File: config.mk
export PLATFORM = sky130hd
export DESIGN_NAME = ysyx_210544_csr_seq
export DESIGN_NICKNAME = d
export VERILOG_FILES = /design/src/rtl/ysyx_210544_csr_seq.sv
export SDC_FILE = /design/constraint.sdc
export NUM_CORES = 1
export LEC_CHECK = 0
export CAP_MARGIN = 20
export CELL_PAD_IN_SITES_DETAIL_PLACEMENT = 0
export CELL_PAD_IN_SITES_GLOBAL_PLACEMENT = 1
export CORE_ASPECT_RATIO = 1.2
export CORE_MARGIN = 2
export CORE_UTILIZATION = 39
export DETAILED_ROUTE_END_ITERATION = 10
export PLACE_DENSITY = 0.89
export SLEW_MARGIN = 15
export SYNTH_ARGS = -nofsm -noshare
export SYNTH_HDL_FRONTEND = slang
export SYNTH_SLANG_ARGS = --single-unit
File: constraint.sdc
create_clock -name clk -period 39.4 [get_ports clk]
set_clock_uncertainty 0.2 [all_clocks]
set_input_delay 11.82 -clock clk [delete_from_list [all_inputs] [get_ports clk]]
set_output_delay 11.82 -clock clk [all_outputs]
set_load 0.01 [all_outputs]
File: src/rtl/ysyx_210544_csr_seq.sv
// rtl/ysyx_210544_csr_seq.sv - CSR access sequencer for Zicsr ops, trap entry (ECALL/timer) and MRET
// One CSR address per cycle; trap and return state updates are spread over fixed one-cycle steps.
module ysyx_210544_csr_seq #(
  parameter logic [63:0] MTVEC_MASK = 64'hFFFF_FFFF_FFFF_FFFC
) (
  input  logic        clk,
  input  logic        rst,
  input  logic        i_req_valid,
  output logic        o_req_ready,
  input  logic [2:0]  i_op,
  input  logic [11:0] i_addr,
  input  logic [63:0] i_src,
  input  logic        i_wr_suppress,
  input  logic [63:0] i_pc,
  output logic        o_csr_ren,
  output logic [11:0] o_csr_addr,
  output logic        o_csr_wen,
  output logic [63:0] o_csr_wdata,
  input  logic [63:0] i_csr_rdata,
  output logic        o_done,
  output logic [63:0] o_rd_data,
  output logic        o_redirect_valid,
  output logic [63:0] o_redirect_pc
);

  localparam logic [2:0]  OP_CSRRW = 3'd0;
  localparam logic [2:0]  OP_CSRRS = 3'd1;
  localparam logic [2:0]  OP_ECALL = 3'd3;
  localparam logic [2:0]  OP_TIMER = 3'd5;

  localparam logic [11:0] CSR_MSTATUS = 12'h300;
  localparam logic [11:0] CSR_MTVEC   = 12'h305;
  localparam logic [11:0] CSR_MEPC    = 12'h341;
  localparam logic [11:0] CSR_MCAUSE  = 12'h342;

  typedef enum logic [3:0] {
    S_IDLE,
    S_CSR_RMW,
    S_T_MEPC,
    S_T_MCAUSE,
    S_T_MSTATUS,
    S_T_MTVEC,
    S_R_MSTATUS,
    S_R_MEPC,
    S_DONE
  } state_e;

  state_e      state_q, state_d;
  logic [2:0]  op_q, op_d;
  logic [11:0] addr_q, addr_d;
  logic [63:0] src_q, src_d;
  logic        sup_q, sup_d;
  logic [63:0] pc_q, pc_d;
  logic [63:0] old_q, old_d;
  logic [63:0] rpc_q, rpc_d;

  // Trap entry: MPIE<=MIE, MIE<=0, MPP<=M. Return: MIE<=MPIE, MPIE<=1, MPP stays M-only.
  logic [63:0] trap_mstatus;
  logic [63:0] mret_mstatus;
  assign trap_mstatus = {i_csr_rdata[63:13], 2'b11, i_csr_rdata[10:8], i_csr_rdata[3],
                         i_csr_rdata[6:4], 1'b0, i_csr_rdata[2:0]};
  assign mret_mstatus = {i_csr_rdata[63:13], 2'b11, i_csr_rdata[10:8], 1'b1,
                         i_csr_rdata[6:4], i_csr_rdata[7], i_csr_rdata[2:0]};

  assign o_req_ready = (state_q == S_IDLE) & ~rst;

  always_ff @(posedge clk or posedge rst) begin
    if (rst) begin
      state_q <= S_IDLE;
      op_q    <= 3'd0;
      addr_q  <= 12'd0;
      src_q   <= 64'd0;
      sup_q   <= 1'b0;
      pc_q    <= 64'd0;
      old_q   <= 64'd0;
      rpc_q   <= 64'd0;
    end else begin
      state_q <= state_d;
      op_q    <= op_d;
      addr_q  <= addr_d;
      src_q   <= src_d;
      sup_q   <= sup_d;
      pc_q    <= pc_d;
      old_q   <= old_d;
      rpc_q   <= rpc_d;
    end
  end

  always_comb begin
    state_d          = state_q;
    op_d             = op_q;
    addr_d           = addr_q;
    src_d            = src_q;
    sup_d            = sup_q;
    pc_d             = pc_q;
    old_d            = old_q;
    rpc_d            = rpc_q;
    o_csr_ren        = 1'b0;
    o_csr_addr       = 12'd0;
    o_csr_wen        = 1'b0;
    o_csr_wdata      = 64'd0;
    o_done           = 1'b0;
    o_rd_data        = 64'd0;
    o_redirect_valid = 1'b0;
    o_redirect_pc    = 64'd0;

    case (state_q)
      S_IDLE: begin
        if (i_req_valid) begin
          op_d   = i_op;
          addr_d = i_addr;
          src_d  = i_src;
          sup_d  = i_wr_suppress;
          pc_d   = i_pc;
          case (i_op)
            3'd0, 3'd1, 3'd2: state_d = S_CSR_RMW;
            3'd3, 3'd5:       state_d = S_T_MEPC;
            3'd4:             state_d = S_R_MSTATUS;
            default:          state_d = S_DONE;
          endcase
        end
      end
      S_CSR_RMW: begin
        o_csr_ren  = 1'b1;
        o_csr_addr = addr_q;
        old_d      = i_csr_rdata;
        o_csr_wen  = (op_q == OP_CSRRW) | ~sup_q;
        case (op_q)
          OP_CSRRW: o_csr_wdata = src_q;
          OP_CSRRS: o_csr_wdata = i_csr_rdata | src_q;
          default:  o_csr_wdata = i_csr_rdata & ~src_q;
        endcase
        state_d = S_DONE;
      end
      S_T_MEPC: begin
        o_csr_wen   = 1'b1;
        o_csr_addr  = CSR_MEPC;
        o_csr_wdata = pc_q;
        state_d     = S_T_MCAUSE;
      end
      S_T_MCAUSE: begin
        o_csr_wen   = 1'b1;
        o_csr_addr  = CSR_MCAUSE;
        o_csr_wdata = (op_q == OP_ECALL) ? 64'd11 : 64'h8000_0000_0000_0007;
        state_d     = S_T_MSTATUS;
      end
      S_T_MSTATUS: begin
        o_csr_ren   = 1'b1;
        o_csr_wen   = 1'b1;
        o_csr_addr  = CSR_MSTATUS;
        o_csr_wdata = trap_mstatus;
        state_d     = S_T_MTVEC;
      end
      S_T_MTVEC: begin
        o_csr_ren  = 1'b1;
        o_csr_addr = CSR_MTVEC;
        rpc_d      = i_csr_rdata & MTVEC_MASK;
        state_d    = S_DONE;
      end
      S_R_MSTATUS: begin
        o_csr_ren   = 1'b1;
        o_csr_wen   = 1'b1;
        o_csr_addr  = CSR_MSTATUS;
        o_csr_wdata = mret_mstatus;
        state_d     = S_R_MEPC;
      end
      S_R_MEPC: begin
        o_csr_ren  = 1'b1;
        o_csr_addr = CSR_MEPC;
        rpc_d      = i_csr_rdata;
        state_d    = S_DONE;
      end
      S_DONE: begin
        o_done           = 1'b1;
        o_rd_data        = (op_q <= 3'd2) ? old_q : 64'd0;
        o_redirect_valid = (op_q >= OP_ECALL) && (op_q <= OP_TIMER);
        o_redirect_pc    = o_redirect_valid ? rpc_q : 64'd0;
        state_d          = S_IDLE;
      end
      default: state_d = S_IDLE;
    endcase
  end

endmodule

-- After elaboration in Yosys (flattened, before gate mapping)
Cells that the tools add are included.
W data, S select, Z words.
- logic and storage cells: 63
- output and inout bits: 209
- flip-flop bits (word level): 276
- input port bits: 211
- reductions and logical operators: 13
- eq/ne operators: 16
- order comparisons: 3
- multiplexer cells: 16
- bitwise logic cells: 7
- operators with widths (operator ; number):
    $mux W64 ; 5
    $pmux W64 S5 ; 1
    $pmux W64 S2 ; 2
    $and A64 B64 Y64 ; 1
    $not A64 Y64 ; 1
    $or A64 B64 Y64 ; 1
    $pmux W12 S5 ; 1
    $pmux W4 S6 ; 1
    $eq A4 B3 Y1 const B ; 4
    $pmux W4 S3 ; 1
    $eq A3 B2 Y1 const B ; 3
    $eq A4 B2 Y1 const B ; 2
    $eq A3 B1 Y1 const B ; 2
    $eq A3 B3 Y1 const B ; 2
    $logic_not A3 Y1 ; 2
    $reduce_or A2 Y1 ; 3
    $reduce_or A3 Y1 ; 2
    $reduce_or A5 Y1 ; 1
    $eq A4 B1 Y1 const B ; 1
    $eq A4 B4 Y1 const B ; 1
    $logic_not A4 Y1 ; 1
    $mux W4 ; 1
    $reduce_or A4 Y1 ; 1
    $ge A3 B2 Y1 const B ; 1
    11 further kinds ; 14

-- Longest topological paths before layout
- depth in word-level cells: 5
- mapped depth: 7
- depth with buffers taken out: 3

-- Worst setup path before layout
OpenSTA, ideal clock, no wires.
- path kind: input to output
- from: input rst
- to: output o_req_ready
- stages: 2
- buffers on the path: 0
- data arrival time: 18.341 ns
- path slack: 9.039 ns
- required time: 27.380 ns
- cells stage by stage: inv_1 -> and3_1
- word-level cells in the longest chain between the ends: 2
- ends and longest elaborated chain (item ; line ; RTL):
    start, declared ; 7 ; input logic rst,
    $not A1 Y1 ; 65 ; assign o_req_ready = (state_q == S_IDLE) & ~rst;
    $and A1 B1 Y1 ; 65 ;
    end, declared ; 9 ; output logic o_req_ready,
Every way passes these cells.

-- Final worst setup path
- from: input i_csr_rdata[46]
- to: output o_csr_wdata[46]
- word-level cells in the longest chain between the ends: 3
- elaborated cells between the ends (all ways): 4
- those cells by class: mux (2); bitwise (2)
- ends and longest elaborated chain (item ; line ; RTL):
    start, declared ; 19 ; input logic [63:0] i_csr_rdata,
    $and A64 B64 Y64 / $or A64 B64 Y64 (equally long branches) ; 131, 130 ;
    $pmux W64 S2 ; 128 ; case (op_q)
    $pmux W64 S5 * ; 107 ; case (state_q)
    end, declared ; 18 ; output logic [63:0] o_csr_wdata,
Every way passes the cells marked *; elsewhere a longest branch is shown, timed or not.

==> reports/metrics.csv <==
stage,metric,value,unit
outcome,outcome,"finished, final reports clean",
cts,post_cts_resized,0,
routing,drt_iter0_markers,616,
grt,grt_pass1_vias,11000,
final_layout,fin_nets,1681,
worst_setup_path,r2r_cells,4,
cts,cts_buffer_depth,3,
synthesis,synth-seq-cells,276,
min_path,min_to,old_q[23],
cts,clkSinkCount,276,
floorplan,top_level_ports,420,
placed_design,dp.cells,1888,
grt,grt_max_degree,106,
synthesis,synth_edf_count,0,
cts,clk_latency,560,ps
cts,root_buffer,clkbuf_16,
worst_setup_path,crit_fanout,4,
synthesis,synth_warnings,0,
final_layout,final_cells,1944,
min_path,hp-start,old_q[23],
synthesis,synthDominantCellAreaShare,52.1,%
worst_setup_path,crit_slowest_cell,clkdlybuf4s50_1,
synthesis,synthTopCellsByArea,"dfrtp_1 52%, mux2_2 23%, a22oi_1 6.9%",
routing,num_vias,10400,
final_layout,fillCellCount,2833,
synthesis,synth_top_area_cell,dfrtp_1,
power,swShare,34.0,%
floorplan,rows,73,
floorplan,dieArea,0.0355,mm2
power,power_density,74.3,mW/mm2
power,p_switching,0.474,mW
synthesis,netlist_instances,1086,
cts,cts_tree,done,
grt,grt_pass1_wl,63900,um
worst_setup_path,crit_arrival,13750,ps
placed_design,io_buffers,419,
floorplan,core_region_area,0.0333,mm2
placed_design,pre_cts_slack,13620,ps
routing,drt-pass1-iter-count,4,
worst_setup_path,crit_top_cell,clkdlybuf4s50_1,
worst_setup_path,rr_endpoint,old_q[57],
sta,rsz0062_at_grt,no,
cts,cts_setup_buffers,0,
final_layout,area_growth,41.7,%
routing,wl_per_cell,22.0,um
worst_setup_path,reg2reg_slack,35820,ps
sta,drv_slew,0,
routing,routed_wl,42800,um
worst_setup_path,r2r-start,state_q[0],
synthesis,synth_area_per_cell,12.2,um2
grt,grtUsageTotal,23.6,%
grt,grt_overflow,0,
sta,fin_setup_tns,0,ps
cts,path_clk_slew,60,ps
routing,drc,0,
sta,fmax,0.0388,GHz
floorplan,die_y,206,um
worst_setup_path,path_cells,"clkdlybuf4s50_1, nor2b_1, a22oi_1, o21ai_0, clkdlybuf4s50_1",
worst_setup_path,cp.required,27380,ps
sta,fin_crit_sh,65.4,%
power,power_frac_comb,42.9,%
power,p_seq_share,37.4,%
grt,antenna_found_initial,2,
final_layout,drive_gt1_share,23.0,%
worst_setup_path,start_kind,input port,
min_path,min_path_cells,1,
sta,period_minus_slack,25770,ps
worst_setup_path,end_kind,output port,
placed_design,hpwl,27700,um
floorplan,dieWidth,172,um
routing,ant_nets,0,
synthesis,synth_most_common_cell,dfrtp_1,
sta,worstMarginPinSlew,1060,ps
synthesis,synth_area,0.0132,mm2
synthesis,ys_async_sr_fraction,100,%
sta,worst_slack,13630,ps
run,drv_cap,0,
final_layout,finish.utilization,56.3,%
routing,viasPerCell,5.36,
worst_setup_path,critical_path_class,in2out,
sta,setup_violations,0,
power,max-vdd-ir-drop,0.0424,mV
synthesis,synth_fp_nets,1297,
synthesis,ys_seq_area_share,52.1,%
cts,cts_max_level,1,
synthesis,synthFlopType,dfrtp_1,
power,p_leak,7.54,nW
placed_design,gp_congestion,0.806,
power,pwr-share-clk,19.7,%
sta,relSlewSlack,29.5,%
worst_setup_path,cpPeakStageDelay,690,ps
synthesis,yosysUniqueCellTypes,41,
cts,numCtsBuffers,30,
cts,cts_hold_repair.buffers,0,
sta,hold_violations,0,
min_path,hp-class,reg2reg,
power,internal_power,0.921,mW
synthesis,yosys-top-cells-count,"276 x dfrtp_1, 270 x mux2_2, 128 x and2_1",
floorplan,start_util,39.7,%
[state kept, by name (all words and copies together), names as in the netlist]
register / flops
addr_q: 12
sup_q: 1
src_q: 64
op_q: 3
state_q: 4
old_q: 64
pc_q: 64
rpc_q: 64
[routing by layer]
layer	vias up	part of all wire (%)	global-route usage, %
met5	-	0	0
met4	0	4.0	9.78
met3	93	9.4	8.12
met2	404	49	41.4
met1	5247	38	25.9
li1	4670	-	-
[metrics by stage]
stage               instance area, um2  total power [mW]  hold WS [ps]
floorplan                        13200             0.871           242
global placement                 17800              1.11           257
detailed placement               17800              1.13           278
CTS                              18800              1.41           292
global route                     18800              1.48           302
finish                           18800              1.39           294
[cells in the final DEF, fill, tap and decap left out, types with 16 or more instances in the layout]
cell type / count
dfrtp_1: 276
mux2_2: 270
o21ai_0: 63
a22oi_1: 121
buf_4: 16
nor2b_1: 69
and2_1: 128
clkdlybuf4s50_1: 419
clkbuf_16: 31
[power by group through the flow]
| stage | Clock, mW | Sequential (mW) | Combinational, mW |
|---|---|---|---|
| 2_1_floorplan | 0 | 0.488 | 0.383 |
| 3_3_place_gp | 0 | 0.514 | 0.591 |
| 3_5_place_dp | 0 | 0.523 | 0.602 |
| 4_1_cts | 0.282 | 0.519 | 0.605 |
| 5_1_grt | 0.293 | 0.538 | 0.647 |
| 6_report | 0.275 | 0.522 | 0.598 |
[area by class of cell]
class	instances	area (um2)	area share, %
repair buffers	435	4310	23.0
well taps	450	563	3.00
multi-input cells	722	6000	32.0
clock buffers	48	920	4.90
diodes	2	5.00	0.0267
clock inverters	6	36.3	0.193
inverters	5	26.3	0.140
flip-flops and latches	276	6910	36.8
[critical path: cells and delay by family]
| kind | cells | cell delay, ps |
|---|---|---|
| buffers and inverters | 2 | 1300 |
| AND/OR/NAND/NOR | 1 | 180 |
| AO/OA/AOI/OAI | 2 | 440 |
[worst max path at each step]
stage / start / endpoint / slack (ps) / cells past startpoint
after floorplan: rst / o_req_ready / 9040 / 2
after global placement: rst / o_req_ready / 13620 / 4
after detailed placement: rst / o_req_ready / 13620 / 4
after CTS: rst / o_req_ready / 13630 / 4
after global routing: rst / o_req_ready / 13520 / 4
final: i_csr_rdata[46] / o_csr_wdata[46] / 13630 / 5
[logic make-up (layout without fill, tap and decap cells)]
group / count (synthesis) / in the layout / share of synthesized area [%]
simple gates: 241 / 241 / 11.2
buf+inv: 88 / 494 / 2.95
mux: 271 / 271 / 23.0
compound gates: 210 / 210 / 10.7
flops: 276 / 276 / 52.1
other cells: 0 / 2 / 0
Power figures use the tool's default switching activity.
